`src/rtl/mux_pkg.sv`:
```
// Shared constants and helpers for the 16-channel demultiplexer.
package mux_pkg;

    localparam int NUM_CH = 16;
    localparam int SEL_W  = 4;

    // One-hot decode of a channel index.
    function automatic logic [NUM_CH-1:0] sel_decode(input logic [SEL_W-1:0] sel);
        logic [NUM_CH-1:0] dec;
        dec      = {NUM_CH{1'b0}};
        dec[sel] = 1'b1;
        return dec;
    endfunction

endpackage

```
`src/rtl/demux_slot.sv`:
```
// One-entry valid/ready register slice: holds a single item per channel.
// A write and a drain in the same cycle reload the slot without a bubble.
module demux_slot #(
    parameter int WIDTH = 4
) (
    input  logic             clk,
    input  logic             rst_n,
    input  logic             wr_en_i,
    input  logic [WIDTH-1:0] wr_data_i,
    input  logic             rdy_i,
    output logic             vld_o,
    output logic [WIDTH-1:0] data_o
);

    logic             vld_q;
    logic             vld_d;
    logic [WIDTH-1:0] data_q;
    logic [WIDTH-1:0] data_d;

    // Next-state: a write always wins; a drain without a write empties the slot.
    always_comb begin
        vld_d  = vld_q;
        data_d = data_q;
        if (wr_en_i) begin
            vld_d  = 1'b1;
            data_d = wr_data_i;
        end else if (vld_q && rdy_i) begin
            vld_d = 1'b0;
        end else begin
            vld_d = vld_q;
        end
    end

    // Slot state register with synchronous active-low reset.
    always_ff @(posedge clk) begin
        if (!rst_n) begin
            vld_q  <= 1'b0;
            data_q <= {WIDTH{1'b0}};
        end else begin
            vld_q  <= vld_d;
            data_q <= data_d;
        end
    end

    assign vld_o  = vld_q;
    assign data_o = data_q;

endmodule

```
`src/rtl/demux16_dist.sv`:
```
// 16-way valid/ready demultiplexer with one registered slot per channel.
// Optional broadcast input in_bcast is compiled in with DEMUX16_BCAST_EN.
module demux16_dist
    import mux_pkg::*;
#(
    parameter int WIDTH = 4
) (
    input  logic                    clk,
    input  logic                    rst_n,
    input  logic                    in_vld,
    output logic                    in_rdy,
    input  logic [WIDTH-1:0]        in_data,
    input  logic [SEL_W-1:0]        in_sel,
`ifdef DEMUX16_BCAST_EN
    input  logic                    in_bcast,
`endif
    output logic [NUM_CH-1:0]       out_vld,
    input  logic [NUM_CH-1:0]       out_rdy,
    output logic [NUM_CH*WIDTH-1:0] out_data
);

    logic [NUM_CH-1:0] slot_free_s;
    logic [NUM_CH-1:0] target_s;
    logic [NUM_CH-1:0] wr_en_s;
    logic              rdy_s;
    logic              bcast_s;

`ifdef DEMUX16_BCAST_EN
    assign bcast_s = in_bcast;
`else
    assign bcast_s = 1'b0;
`endif

    // A slot can take a new item if it is empty or being drained this cycle.
    assign slot_free_s = ~out_vld | out_rdy;

    // Ready and write-enable decode; ready never depends on in_vld.
    always_comb begin
        rdy_s    = 1'b0;
        target_s = {NUM_CH{1'b0}};
        wr_en_s  = {NUM_CH{1'b0}};
        if (bcast_s) begin
            rdy_s    = &slot_free_s;
            target_s = {NUM_CH{1'b1}};
        end else begin
            rdy_s    = slot_free_s[in_sel];
            target_s = sel_decode(in_sel);
        end
        if (in_vld && rdy_s) begin
            wr_en_s = target_s;
        end else begin
            wr_en_s = {NUM_CH{1'b0}};
        end
    end

    assign in_rdy = rdy_s;

    for (genvar g = 0; g < NUM_CH; g++) begin : g_slot
        demux_slot #(
            .WIDTH(WIDTH)
        ) u_slot (
            .clk      (clk),
            .rst_n    (rst_n),
            .wr_en_i  (wr_en_s[g]),
            .wr_data_i(in_data),
            .rdy_i    (out_rdy[g]),
            .vld_o    (out_vld[g]),
            .data_o   (out_data[g*WIDTH +: WIDTH])
        );
    end

endmodule
```
`config.mk`:
```
export PLATFORM = sky130hd
export DESIGN_NAME = demux16_dist
export DESIGN_NICKNAME = d
export VERILOG_FILES = /design/src/rtl/mux_pkg.sv /design/src/rtl/demux_slot.sv /design/src/rtl/demux16_dist.sv
export SDC_FILE = /design/constraint.sdc
export NUM_CORES = 1
export LEC_CHECK = 0
export CORE_ASPECT_RATIO = 1.25
export CORE_MARGIN = 2
export CORE_UTILIZATION = 50
export DETAILED_ROUTE_END_ITERATION = 6
export PLACE_DENSITY = 0.86
export SYNTH_ARGS = -nofsm -noshare
export SYNTH_HDL_FRONTEND = slang
export SYNTH_SLANG_ARGS = --single-unit
```
`constraint.sdc`:
```
create_clock -name clk -period 2.5 [get_ports clk]
set_input_delay 0.25 -clock clk [delete_from_list [all_inputs] [get_ports clk]]
set_output_delay 0.25 -clock clk [all_outputs]
set_load 0.02 [all_outputs]
```
==> results.tsv <==
stage	metric	value	unit
status	outcome	finished clean	
global_route	initial antenna violation count	0	
synth	Syn Std Cell Area	0.00341	mm^2
hold_path	Hold/Removal Path Class	in2reg	
synth	Synth Area in XOR/XNOR	0	%
global_route	gr usage total	21.9	%
synth	complex-gate fraction of the synthesized area	5.43	%
routing	DRC	0	
critical_path	reg-to-reg setup timing slack	0.98	ns
place	dpl hpwl	5.82	mm
critical_path	worst path required time	2.25	ns
sta	Slew Limit Headroom	51.0	%
cells_and_area	Final #Nets	447	
critical_path	worst reg2reg path depth	5	
global_route	global-route wire length before repair	12.4	mm
sta	Final Hold Slack	0.408	ns
floorplanning	core area	0.00661	mm^2
critical_path	reg-to-reg startpoint	g_slot[9].u_slot.vld_o	
critical_path	Reg-to-Reg End	g_slot[9].u_slot.data_o[3]	
critical_path	Critical path origin	in_sel[0]	
sta	Worst-Margin Slew	0.733	ns
routing	DRT iter0 DRCs	71	
clock_tree	clk sinks	80	
routing	Via Count	2598	
floorplanning	Chip Height	96.4	um
power	PwrDens	527	mW/mm^2
sta	Setup violations, final	0	
critical_path	Setup crit end	in_rdy	
cells_and_area	Sequential cell area	0.00160	mm^2
synth	largest family of logic cells by synthesized area	simple AND/OR/NAND/NOR gates	
global_route	grt total ovfl	0	
power	Pleak	1.74	nW
clock_tree	CTS Hold Bufs	0	
cells_and_area	most frequent cells in the layout	clkdlybuf4s50_1, dfxtp_1, nor2b_1, mux2i_1, buf_4	
cells_and_area	Area Growth Syn to Fin	38.5	%
global_route	met3 Use GR	4.83	%
synth	Post-Synth Adder-Cell Area	0	%
global_route	GR met1 Demand/Resource	25.4	%
clock_tree	CTS Buffer Depth	2	
critical_path	critical path endpoint category	output port	
cells_and_area	layout cell share with drive strength beyond 1	10.4	%
clock_tree	CTS Buf Count	9	
synth	post-synthesis mux area share	19.4	%
cells_and_area	fillers	492	
sta	fmax	425	MHz
place	Post-Place Setup Slack	-0.0609	ns
clock_tree	Clk pin slew, worst setup/hold paths	0.07	ns
place	I/O Buffers	107	
cells_and_area	ant diodes	0	
cells_and_area	final std cell area, no fill	0.00473	mm^2
routing	routed len/inst	15.9	um
clock_tree	clk_lat worst skew	0.35	ns
sta	final hold viol count	0	
floorplanning	row count	33	
global_route	M2 GR Usage	37.2	%
clock_tree	CTS root buffer	clkbuf_8	
cells_and_area	multi-input logic area	0.00163	mm^2
global_route	largest net degree at the start of global routing	38	
job	max_cap viols	0	
synth	syn nets	344	
floorplanning	Die Span X	77.9	um
sta	unrepaired setup endpoints after global routing	false	
synth	Synth cell types	33	
sta	Final Max Slew Viols	0	
floorplanning	DIE AREA	0.00751	mm^2
sta	final worst setup slack	0.149	ns
floorplanning	# IOs	108	
sta	crit share post-route	94.1	%
place	Post-Place Cell Area	0.00453	mm^2
synth	share of the synthesized area in the top cell type	46.9	%
sta	min cycle time layout	2.35	ns
synth	post-synthesis cell count	317	
routing	Routed Wire Length	8.16	mm
sta	clk_skew	0.00607	ns
global_route	vias in the first global route	2543	
global_route	busiest grt layer	met2	
routing	post-route ant nets	0	
power	VDD IR max	442	uV
clock_tree	CTS H-tree lvls	3	
synth	top post-synthesis cells by area	dfxtp_1, mux2i_1, nor2b_1, buf_4, nor3_2	
cells_and_area	Final Util	71.6	%
synth	Synth area leader	dfxtp_1	
synth	Post-Synth Simple-Gate Area	22.9	%
clock_tree	Setup Buffers After CTS	0	
critical_path	Setup CP Type	in2out	
clock_tree	CTS tree	yes	
synth	synth warn	0	
clock_tree	number of gates resized after cts	1	
synth	Syn Area/Cell	10.8	um^2
critical_path	CP startpoint kind	input pin	
routing	DR pass1 iterations	4	
floorplanning	initial core utilization	51.7	%
critical_path	CP Data Arrival Time	2.10	ns
power	Power, Total	2.49	mW
place	routability cong.	0.827	
critical_path	Max Fanout on Critical Path	12	
synth	sequential cell area fraction in the yosys report	46.9	%
synth	synthesized flop and latch total	80	
routing	vias per inst	5.07	
cells_and_area	commonest non-fill, non-tap cell in the layout	clkdlybuf4s50_1	
## sequential cells by signal, indices dropped and copies added, names as in the netlist
| signal | cells |
|---|---|
| g_slot.u_slot.vld_o | 16 |
| g_slot.u_slot.data_o | 64 |
## stage by stage
stage,std cells,setup TNS [ns]
floorplan,317,0
global placement,496,-0.0291
detailed placement,496,-0.0609
CTS,512,0
global route,512,0
finish,512,0
## how the worst min path moves through the flow
stage                                start                           to  cells past startpoint
2_1_floorplan                   in_data[3]  g_slot[12].u_slot.data_o[3]                      2
3_3_place_gp   g_slot[11].u_slot.data_o[1]  g_slot[11].u_slot.data_o[1]                      2
3_5_place_dp    g_slot[7].u_slot.data_o[3]   g_slot[7].u_slot.data_o[3]                      2
4_1_cts                              rst_n      g_slot[11].u_slot.vld_o                      2
5_1_grt                              rst_n      g_slot[11].u_slot.vld_o                      2
6_report                             rst_n      g_slot[12].u_slot.vld_o                      2
## metal layers
layer | wire [um] | vias up
met1 | 3500 | 1226
met4 | 253 | 0
met5 | 0 | -
met2 | 3990 | 84
li1 | - | 1270
met3 | 414 | 18
## cell families (layout without fill, tap and decap cells)
kind of cell           count (synthesis)  after routing
and+or+nand+nor                      114            114
DFF                                   80             80
muxes                                 66             66
buffers and inverters                 32            140
AOI/OAI and AO/OA                     25             25
## final cells by class
type	instances	area share (%)
Clock buffer	13	3.36
Clock inverter	3	0.847
Inverter	1	0.0794
Multi-Input combinational cell	205	34.5
Sequential cell	80	33.9
Tap cell	87	2.30
Timing Repair Buffer	123	25.1
## worst max-delay path, stage by stage
cell and delay (ns):
clkdlybuf4s50_1 0.47, buf_4 0.20, nor3b_1 0.24, o21ai_0 0.12, a22o_1 0.21, or3_1 0.29
dlygate4sd2_1 0.32
## cells in the mapped netlist
library cell   n
a21boi_0       6
a21oi_1        2
a221o_1        1
a221oi_1       1
a22o_1         1
a311oi_1       1
and3b_1        2
buf_1          1
buf_2          2
buf_4         16
clkbuf_1      12
dfxtp_1       80
inv_1          1
mux2_2         1
mux2i_1       65
nand2_1        1
nand2b_1       8
nand3_1        1
nand3_2        1
nand3b_1       6
nand4_1        1
nor2_1         2
nor2b_1       76
nor3_2         9
nor3b_1        2
nor3b_2        1
nor3b_4        1
nor4b_1        1
o21a_1        10
o21ai_0        2
o311ai_0       1
or3_1          1
or4b_1         1
## where the power goes
part | switching, mW | internal (mW)
clock network | 0.434 | 0.514
registers | 0.00907 | 1.29
logic | 0.118 | 0.126
total | 0.561 | 1.93
Note: power is estimated with default switching activity, not from simulation.
